$ cat src/rtl/fifo_pkg.sv
// Shared FIFO types: the registered status bundle and a width helper.
// Reused by the FIFO variants of the datapath.
package fifo_pkg;

  typedef struct packed {
    logic empty;
    logic almostEmpty;
    logic full;
    logic almostFull;
    logic valid;
    logic wrap;
  } fifo_status_t;

  // Bits needed to index 'value' distinct codes (matches $clog2).
  function automatic int fifo_clog2(input int value);
    int result;
    result = 0;
    while ((1 << result) < value) result++;
    return result;
  endfunction

endpackage

$ cat src/rtl/fifo_mod_counter.sv
// Modulo-DEPTH pointer: optional load, then optional increment, wrapping DEPTH-1 -> 0.
// Exposes the next value so the owner can look ahead one edge.
module fifo_mod_counter #(
  parameter int DEPTH   = 24,
  parameter int PTRBITS = 5
) (
  input  logic               clk,
  input  logic               rst_n,
  input  logic               inc,
  input  logic               load,
  input  logic [PTRBITS-1:0] loadValue,
  output logic [PTRBITS-1:0] value,
  output logic [PTRBITS-1:0] value_next
);

  logic [PTRBITS-1:0] value_q, value_d, base;

  // NOTE: every always_comb output gets a default first, so no path can infer a latch.
  always_comb begin
    base    = load ? loadValue : value_q;
    value_d = base;
    if (inc) value_d = (base == PTRBITS'(DEPTH - 1)) ? '0 : base + PTRBITS'(1);
  end

  // NOTE: state updates use non-blocking assignments so all flops sample the same edge.
  always_ff @(posedge clk or negedge rst_n) begin
    if (!rst_n) value_q <= '0;
    else        value_q <= value_d;
  end

  assign value      = value_q;
  assign value_next = value_d;

endmodule

$ cat src/rtl/fifo_replay.sv
// Show-ahead FIFO of arbitrary depth with sticky error flags and a replay mode.
// Replay logic is built only when FIFO_REPLAY_EN is defined.
module fifo_replay
  import fifo_pkg::*;
#(
  parameter int WIDTH        = 32,
  parameter int DEPTH        = 24,
  parameter int ALMOST_FULL  = 1,
  parameter int ALMOST_EMPTY = 1,
  localparam int FILLBITS    = fifo_clog2(DEPTH + 1)
) (
  input  logic                clk,
  input  logic                reset_n,
  input  logic                flush,
  input  logic                replay,
  input  logic [WIDTH-1:0]    datain,
  input  logic                write,
  input  logic                read,
  output logic [WIDTH-1:0]    dataout,
  output logic                valid,
  output logic                empty,
  output logic                almostEmpty,
  output logic                full,
  output logic                almostFull,
  output logic [FILLBITS-1:0] fillLevel,
  output logic                wrap,
  output logic                overflow,
  output logic                underflow
);

  localparam int PTRBITS = fifo_clog2(DEPTH);

  logic [WIDTH-1:0]    mem [DEPTH];
  logic [PTRBITS-1:0]  wr_q, rd_q, rd_d, rd_idx, wr_next_unused;
  logic [FILLBITS-1:0] fill_q, fill_d;
  logic [WIDTH-1:0]    dataout_q, dataout_d;
  fifo_status_t        status_q, status_d;
  logic                overflow_q, overflow_d, underflow_q, underflow_d;
  logic                replay_mode, rd_acc, wr_acc, pop, wrap_evt;

  assign rd_acc = read && status_q.valid && !flush;
  assign wr_acc = write && !flush && ((fill_q < FILLBITS'(DEPTH)) || (rd_acc && !replay_mode));
  assign pop    = rd_acc && !replay_mode;

  fifo_mod_counter #(.DEPTH(DEPTH), .PTRBITS(PTRBITS)) u_wr_ptr (
    .clk(clk), .rst_n(reset_n), .inc(wr_acc), .load(flush), .loadValue('0),
    .value(wr_q), .value_next(wr_next_unused)
  );

  fifo_mod_counter #(.DEPTH(DEPTH), .PTRBITS(PTRBITS)) u_rd_ptr (
    .clk(clk), .rst_n(reset_n), .inc(pop), .load(flush), .loadValue('0),
    .value(rd_q), .value_next(rd_d)
  );

`ifdef FIFO_REPLAY_EN
  logic               replay_q, replay_rise, rp_load, rp_inc;
  logic [PTRBITS-1:0] rp_q, rp_d, rp_cur, rp_load_value, newest;

  assign replay_mode = replay;
  assign replay_rise = replay && !replay_q;

  // A read on the rising cycle acts on the freshly loaded pointer (load, then inc).
  always_comb begin
    rp_cur        = replay_rise ? rd_q : rp_q;
    newest        = (wr_q == '0) ? PTRBITS'(DEPTH - 1) : wr_q - PTRBITS'(1);
    wrap_evt      = replay && rd_acc && (rp_cur == newest);
    rp_load       = flush || replay_rise || wrap_evt;
    rp_load_value = flush ? '0 : rd_q;
    rp_inc        = replay && rd_acc && !wrap_evt;
  end

  fifo_mod_counter #(.DEPTH(DEPTH), .PTRBITS(PTRBITS)) u_rp_ptr (
    .clk(clk), .rst_n(reset_n), .inc(rp_inc), .load(rp_load), .loadValue(rp_load_value),
    .value(rp_q), .value_next(rp_d)
  );

  always_ff @(posedge clk or negedge reset_n) begin
    if (!reset_n) replay_q <= 1'b0;
    else          replay_q <= replay;
  end

  assign rd_idx = replay ? rp_d : rd_d;
`else
  logic replay_unused;
  assign replay_unused = replay;
  assign replay_mode   = 1'b0;
  assign wrap_evt      = 1'b0;
  assign rd_idx        = rd_d;
`endif

  always_comb begin
    fill_d = fill_q;
    if (flush)                fill_d = '0;
    else if (wr_acc && !pop)  fill_d = fill_q + FILLBITS'(1);
    else if (pop && !wr_acc)  fill_d = fill_q - FILLBITS'(1);

    overflow_d  = !flush && (overflow_q  || (write && !wr_acc));
    underflow_d = !flush && (underflow_q || (read && !status_q.valid));

    status_d.valid       = (fill_d != '0);
    status_d.empty       = (fill_d == '0);
    status_d.almostEmpty = (fill_d <= FILLBITS'(ALMOST_EMPTY));
    status_d.full        = (fill_d == FILLBITS'(DEPTH));
    status_d.almostFull  = ((FILLBITS'(DEPTH) - fill_d) <= FILLBITS'(ALMOST_FULL));
    status_d.wrap        = wrap_evt;

    // The word being written this edge is not in mem yet, so forward it.
    dataout_d = '0;
    if (status_d.valid) dataout_d = (wr_acc && (rd_idx == wr_q)) ? datain : mem[rd_idx];
  end

  // NOTE: the storage array has no reset; only pointers and fill decide what is readable.
  always_ff @(posedge clk) begin
    if (wr_acc) mem[wr_q] <= datain;
  end

  always_ff @(posedge clk or negedge reset_n) begin
    if (!reset_n) begin
      fill_q      <= '0;
      dataout_q   <= '0;
      overflow_q  <= 1'b0;
      underflow_q <= 1'b0;
      status_q    <= '{empty: 1'b1, almostEmpty: 1'b1, full: 1'b0,
                       almostFull: 1'b0, valid: 1'b0, wrap: 1'b0};
    end else begin
      fill_q      <= fill_d;
      dataout_q   <= dataout_d;
      overflow_q  <= overflow_d;
      underflow_q <= underflow_d;
      status_q    <= status_d;
    end
  end

  assign dataout     = dataout_q;
  assign valid       = status_q.valid;
  assign empty       = status_q.empty;
  assign almostEmpty = status_q.almostEmpty;
  assign full        = status_q.full;
  assign almostFull  = status_q.almostFull;
  assign wrap        = status_q.wrap;
  assign fillLevel   = fill_q;
  assign overflow    = overflow_q;
  assign underflow   = underflow_q;

endmodule

$ cat config.mk
export PLATFORM = sky130hd
export DESIGN_NAME = fifo_replay
export DESIGN_NICKNAME = d
export VERILOG_FILES = /design/src/rtl/fifo_pkg.sv /design/src/rtl/fifo_mod_counter.sv /design/src/rtl/fifo_replay.sv
export SDC_FILE = /design/constraint.sdc
export NUM_CORES = 1
export LEC_CHECK = 0
export ABC_AREA = 0
export CORE_MARGIN = 4
export CORE_UTILIZATION = 35
export DETAILED_ROUTE_END_ITERATION = 12
export PLACE_DENSITY_LB_ADDON = 0.05
export SYNTH_ARGS = -nofsm -noshare
export SYNTH_HDL_FRONTEND = slang
export SYNTH_SLANG_ARGS = --single-unit
$ cat constraint.sdc
create_clock -name clk -period 5.18 [get_ports clk]
set_input_delay 0.518 -clock clk [delete_from_list [all_inputs] [get_ports clk]]
set_output_delay 0.518 -clock clk [all_outputs]
set_load 0.05 [all_outputs]
==> results of run 1 <==
==> routing by layer <==
layer / wire (um) / vias up
met5: 0 / -
met4: 2518 / 0
met3: 5412 / 133
met2: 45220 / 608
met1: 44900 / 10500
li1: - / 9130
==> power breakdown <==
| group | switching (mW) | internal [mW] | total [mW] |
|---|---|---|---|
| clock | 2.64 | 3.72 | 6.35 |
| sequential | 0.0790 | 7.37 | 7.45 |
| combinational | 0.952 | 0.387 | 1.34 |
==> final timing paths <==
check / startpoint / to / slack [ns] / cells after the start
min in group clk: underflow$_DFF_PN0_ / underflow$_DFF_PN0_ / 0.50 / 2
setup reg to reg: u_rd_ptr.value[0]$_DFF_PN0_ / dataout[22]$_DFF_PN0_ / 0.92 / 10
hold reg to reg: underflow$_DFF_PN0_ / underflow$_DFF_PN0_ / 0.50 / 2
setup / recovery: u_rd_ptr.value[0]$_DFF_PN0_ / dataout[22]$_DFF_PN0_ / 0.92 / 10
hold / removal: reset_n / u_rd_ptr.value[3]$_DFF_PN0_ / 0.05 / 1
max in group asynchronous: reset_n / dataout[15]$_DFF_PN0_ / 4.45 / 1
==> cell usage in the layout, fill, tap and decap left out, drive strengths merged, types with 5 or more instances in the layout <==
cell type / netlist / routed
inv: 12 / 17
a32oi: 61 / 61
bufinv: 0 / 5
xnor2: 9 / 9
clkinv: 0 / 39
o21ai: 5 / 5
and3: 61 / 61
ha: 7 / 7
nand3: 53 / 53
a21oi: 238 / 238
a311oi: 30 / 30
dfrtp: 52 / 52
nor2b: 8 / 8
nand2: 620 / 620
mux2i: 39 / 39
a22oi: 5 / 5
nand4: 6 / 6
a211oi: 59 / 59
buf: 85 / 104
nor2: 75 / 75
edfxtp: 768 / 768
clkbuf: 66 / 123
clkdlybuf4s50: 0 / 79
nor3: 41 / 41
or4: 29 / 29
nand2b: 6 / 6
==> sequential cells by signal, indices dropped and copies added, names as in the netlist <==
signal / count
underflow: 1
empty: 1
dataout: 32
full: 1
almostEmpty: 1
u_rd_ptr.value: 5
almostFull: 1
overflow: 1
u_wr_ptr.value: 5
fillLevel: 5
valid: 1
mem: 768
==> cell families after synthesis <==
group	after synthesis	share of synthesized area, %
AO/OA/AOI/OAI	419	8.210
other	1	0.01154
adder cells (fa/ha/maj)	7	0.2694
buffers and inverters	163	2.590
multiplexers	40	1.309
flip-flops	822	75.11
AND/OR/NAND/NOR	918	12.18
XOR/XNOR	12	0.3233
==> critical path: cells and delay by family, from the launching register on <==
family                     cells  cell delay [ns]
adders and majority gates      1             0.24
buffers and inverters          1             0.41
AOI/OAI and AO/OA              2             0.27
and+or+nand+nor                5             2.04
muxes                          1             0.58
DFF                            1             0.55
==> layout make-up <==
cell class | instances | area (um^2) | share of cell area, %
antenna | 2 | 5.005 | 0.01311
tap | 1243 | 1555 | 4.073
inverter | 12 | 55.05 | 0.1442
timing repair buffer | 183 | 1684 | 4.411
sequential | 822 | 24420 | 63.94
clock inverter | 50 | 404.1 | 1.058
multi-input combinational | 1397 | 7515 | 19.68
clock buffer | 123 | 2550 | 6.678
==> per-stage QoR <==
step / power [mW] / utilization [%] / instance area, um^2 / hold slack, ns
3_3_place_gp: 8.932 / 38.31 / 35230 / 0.4767
5_1_grt: 15.72 / 41.53 / 38180 / 0.08424
6_report: 15.14 / 41.53 / 38180 / 0.04650
2_1_floorplan: 8.294 / - / 32510 / 0.2224
3_5_place_dp: 8.938 / 38.31 / 35230 / 0.4887
4_1_cts: 15.33 / 41.53 / 38180 / 0.04900
==> out/results.tsv, run 1 <==
metric	value	unit
Final ANT Viol Nets	0	
CTS Hold Buffers Added	0	
wire per inst	25.59	um
Core Region	91940	um^2
cell area after synthesis	32510	um^2
root buf cell	clkbuf_16	
M2 GR Usage	30.97	%
DIE WIDTH	312.8	um
startpoint types	flop	
Hold Vio Cnt, Final	0	
GR Util met3	2.817	%
TritonCTS clock tree	built	
global placement routability congestion	0.7709	
hold crit path type	in2async	
CP Capture Type	flop	
final net count	2554	
Remaining DRCs	0	
MaxCap Viol Count	0	
worst setup margin	0.9240	ns
via count	20370	
vias per cell	5.316	
drt pass-1 iters	5	
1st-iter DRT viols	1717	
YS warnings	0	
critical path class	reg2reg	
slowest CP cell	mux2i_2	
GRT busiest layer	met2	
post-synth top area share	70.94	%
CP Max Fanout	19	
die footprint	97820	um^2
Critical Path RT	5.67	ns
CTS Sinks	822	
final wirelength	98.05	mm
Max Slew Vio Count	0	
FP Rows	111	
post-synthesis sequential area ratio	75.11	%
post-cts resize count	0	
CTS Buffer Depth	3	
Period minus WS final	4.256	ns
post-DP HPWL	57.03	mm
Die H	312.8	um
FILL cells	8528	
M1 GR Usage	28.83	%
fin crit share	82.16	%
crit-path cells	nor2b_1, ha_1, and3_1, mux2i_2, or2_2, buf_4, a21oi_1, or4_1, nor3_1, a311oi_1	
I/O pin total	83	
Total GRT Usage	19.74	%
Max Clock Freq	235.0	MHz
largest net degree at the start of global routing	98	
Post-Syn Nets	2427	
Max VDD drop	0.2694	mV
Num CTS Buffers	93	
worst skew pair latency	0.64	ns
non-filler cells in the finished layout	3832	
clock skew	0.01822	ns
Area growth syn-to-layout	17.46	%
syn avg cell area	13.65	um^2
Pleak	13.15	nW
Post-synth top cells	edfxtp_1 (768), nand2_1 (620), a21oi_1 (238)	
Worst Tran Pin Value	1.013	ns
setup TNS	0	ns
share of cells above drive strength 1	11.25	%
crit path DAT	4.74	ns
vias in the first global route	19460	
Rel. slew slack	32.43	%
placed insts	3657	
RSZ-0062 raised after global routing	no	
Synth async-reset ratio	6.569	%
Top FF cell, synth	edfxtp_1	
input/output buffers	80	
CTS clk-pin slew, worst paths	0.06	ns
Pwr Density	396.5	nW/um^2
top-count cell post-synth	edfxtp_1	
Place WS	0.5111	ns
Initial Util	35.36	%
Post-CTS Setup Bufs	0	
GRT overflow	0	
initial antenna violation count	6	
Seq cells post-synth	822	
most area-consuming cells after synthesis	edfxtp_1 (71%), nand2_1 (7.2%), dfrtp_1 (4.0%)	
CP max stage delay	0.58	ns
number of synthesized flops with an enable pin	768	
global-route wire length before repair	140.8	mm
Gate Count Post-Synth	2382	
Yosys top cell by area	edfxtp_1	
Final setup viols	0	
H-tree levels	3	
post-synth cell types	62	
status	finished, final reports clean	
Power figures use the tool's default switching activity.
==> run 2, diff against run 1 <==
==> constraint.sdc (replaced) <==
create_clock -name clk -period 4.3 [get_ports clk]
set_input_delay 0.43 -clock clk [delete_from_list [all_inputs] [get_ports clk]]
set_output_delay 0.43 -clock clk [all_outputs]
set_load 0.05 [all_outputs]
==> run 2 against run 1 <==
Non-clock buffer count rose by 20. Register-to-register slack got worse by 0.35 ns. Cell area rose by 1.1%. Maximum frequency up 14%. Sequential power is 21% higher.
==> out/results.tsv, run 2 (same netlist as run 1, synthesis figures left out) <==
metric	value	unit	change
crit-path cells	nor2b_1, ha_1, nor2b_1, mux2i_4, inv_8, buf_12, buf_12, nand2_1, a21oi_1, or4_1, nor3_1, a311oi_1		
Power, Total	18.36	mW	+21%
die footprint	97820	um^2	unchanged
post-DP HPWL	53.59	mm	-6.0%
hold crit path type	reg2reg		
I/O pin total	83		unchanged
RSZ-0062 raised after global routing	no		
worst skew pair latency	0.65	ns	about the same
Critical Path RT	4.79	ns	-0.88 ns
CTS clk-pin slew, worst paths	0.06	ns	about the same
vias in the first global route	19450		-0.072%
largest net degree at the start of global routing	122		+24%
# diodes	0		-2
fin crit share	86.74	%	+4.6 points
root buf cell	clkbuf_16		
Die H	312.8	um	unchanged
Top reg by flops	mem		
Final setup viols	0		unchanged
Max Slew Vio Count	0		unchanged
Pwr Density	475.6	nW/um^2	+20%
FP Rows	111		unchanged
CP Max Fanout	59		+40
crit path DAT	4.22	ns	-0.52 ns
most frequent cells in the layout	edfxtp_1 (768), nand2_1 (620), a21oi_1 (235), buf_4 (95), clkbuf_16 (94)		
CP max stage delay	0.56	ns	-0.02 ns
Max Clock Freq	268.1	MHz	+14%
Area growth syn-to-layout	18.76	%	
Post-CTS Setup Bufs	0		unchanged
Final ANT Viol Nets	0		unchanged
initial antenna violation count	3		-3
Max VDD drop	0.3288	mV	+22%
CTS Hold Buffers Added	1		+1
max reg flops	768		unchanged
setup TNS	0	ns	unchanged
CTS Sinks	822		unchanged
slowest CP cell	dfrtp_1		
wire per inst	25.25	um	-1.3%
global-route wire length before repair	139.6	mm	-0.84%
final net count	2573		+0.74%
via count	20260		-0.56%
1st-iter DRT viols	1606		-6.5%
critical path class	reg2reg		
H-tree levels	3		unchanged
placed insts	3676		+0.52%
hold slack	0.4981	ns	+0.4516 ns
Pleak	13.30	nW	+1.2%
drt pass-1 iters	5		unchanged
status	finished, final reports clean		
Initial Util	35.36	%	unchanged
final wirelength	97.10	mm	-0.97%
FILL cells	8563		+0.41%
most common cell after layout, fill and taps aside	edfxtp_1		
Hold Vio Cnt, Final	0		unchanged
Period minus WS final	3.730	ns	-0.5261 ns
clock skew	0.02709	ns	+0.008878 ns
Remaining DRCs	0		unchanged
DIE WIDTH	312.8	um	unchanged
CP Capture Type	flop		
MaxCap Viol Count	0		unchanged
startpoint types	flop		
share of cells above drive strength 1	11.45	%	+0.20 points
worst setup margin	0.5701	ns	-0.3539 ns
TritonCTS clock tree	built		
input/output buffers	80		unchanged
GRT overflow	0		unchanged
Place WS	0.04897	ns	-0.4621 ns
Num CTS Buffers	92		-1.1%
non-filler cells in the finished layout	3845		+0.34%
CTS Buffer Depth	3		unchanged
Top Family by Delay on Critical Path	simple AND/OR/NAND/NOR gates		
post-cts resize count	0		unchanged
Core Region	91940	um^2	unchanged
global placement routability congestion	0.7789		+1.0%
vias per cell	5.268		-0.90%
Total GRT Usage	19.60	%	-0.14 points
buffers and inverters on the worst path	3		+2
Rel. slew slack	30.81	%	-1.6 points
Worst Tran Pin Value	1.036	ns	+0.02201 ns
-- run 2: changes by cell type in the layout (fill, tap and decap cells not counted), sizes merged --
cell and delta:
buf +19, clkinv -14, clkbuf +10, bufinv +2, diode -2, inv -2, clkinvlp -1, dlygate4sd3 +1
-- run 2: power breakdown --
group	internal (mW)	switching, mW
clock network	4.62	3.13
logic	0.499	1.13
registers	8.88	0.102
-- run 2: layer usage --
layer,global-route usage [%],vias up,part of all wire (%)
li1,-,9144,-
met1,28.27,10450,47
met2,31.26,510,46
met3,2.579,153,4.0
met4,5.583,0,2.8
met5,0,-,0
-- run 2: per-stage QoR --
stage / cell area [um^2] / utilization, %
after detailed placement: 35610 / 38.73
after CTS: 38610 / 41.99
final: 38610 / 41.99
after floorplan: 32510 / -
after global routing: 38610 / 41.99
after global placement: 35610 / 38.73
-- run 2: worst register-to-register path, stage by stage (launching register included) --
cell      delay [ns]
dfrtp_1         0.56
nor2b_1         0.23
ha_1            0.25
nor2b_1         0.15
mux2i_4         0.38
inv_8           0.23
buf_12          0.27
buf_12          0.23
nand2_1         0.09
a21oi_1         0.06
or4_1           0.56
nor3_1          0.37
a311oi_1        0.19
-- run 2: path summary, 6_finish.rpt --
| kind | cells after the start | slack [ns] | end | startpoint |
|---|---|---|---|---|
| min in group asynchronous | 2 | 0.51 | u_wr_ptr.value[0]$_DFF_PN0_ | reset_n |
| setup / recovery | 12 | 0.57 | dataout[17]$_DFF_PN0_ | u_rd_ptr.value[0]$_DFF_PN0_ |
| hold / removal | 2 | 0.50 | overflow$_DFF_PN0_ | overflow$_DFF_PN0_ |
| hold reg to reg | 2 | 0.50 | overflow$_DFF_PN0_ | overflow$_DFF_PN0_ |
| setup reg to reg | 12 | 0.57 | dataout[17]$_DFF_PN0_ | u_rd_ptr.value[0]$_DFF_PN0_ |
| max in group asynchronous | 2 | 3.12 | dataout[17]$_DFF_PN0_ | reset_n |
-- run 2: cell type report --
| type | count | area, um^2 | area share, % |
|---|---|---|---|
| timing repair buffer | 203 | 2074 | 5.374 |
| inverter | 12 | 55.05 | 0.1426 |
| tap | 1243 | 1555 | 4.029 |
| sequential | 822 | 24420 | 63.24 |
| multi-input combinational | 1397 | 7515 | 19.47 |
| clock buffer | 133 | 2599 | 6.731 |
| clock inverter | 35 | 391.6 | 1.014 |
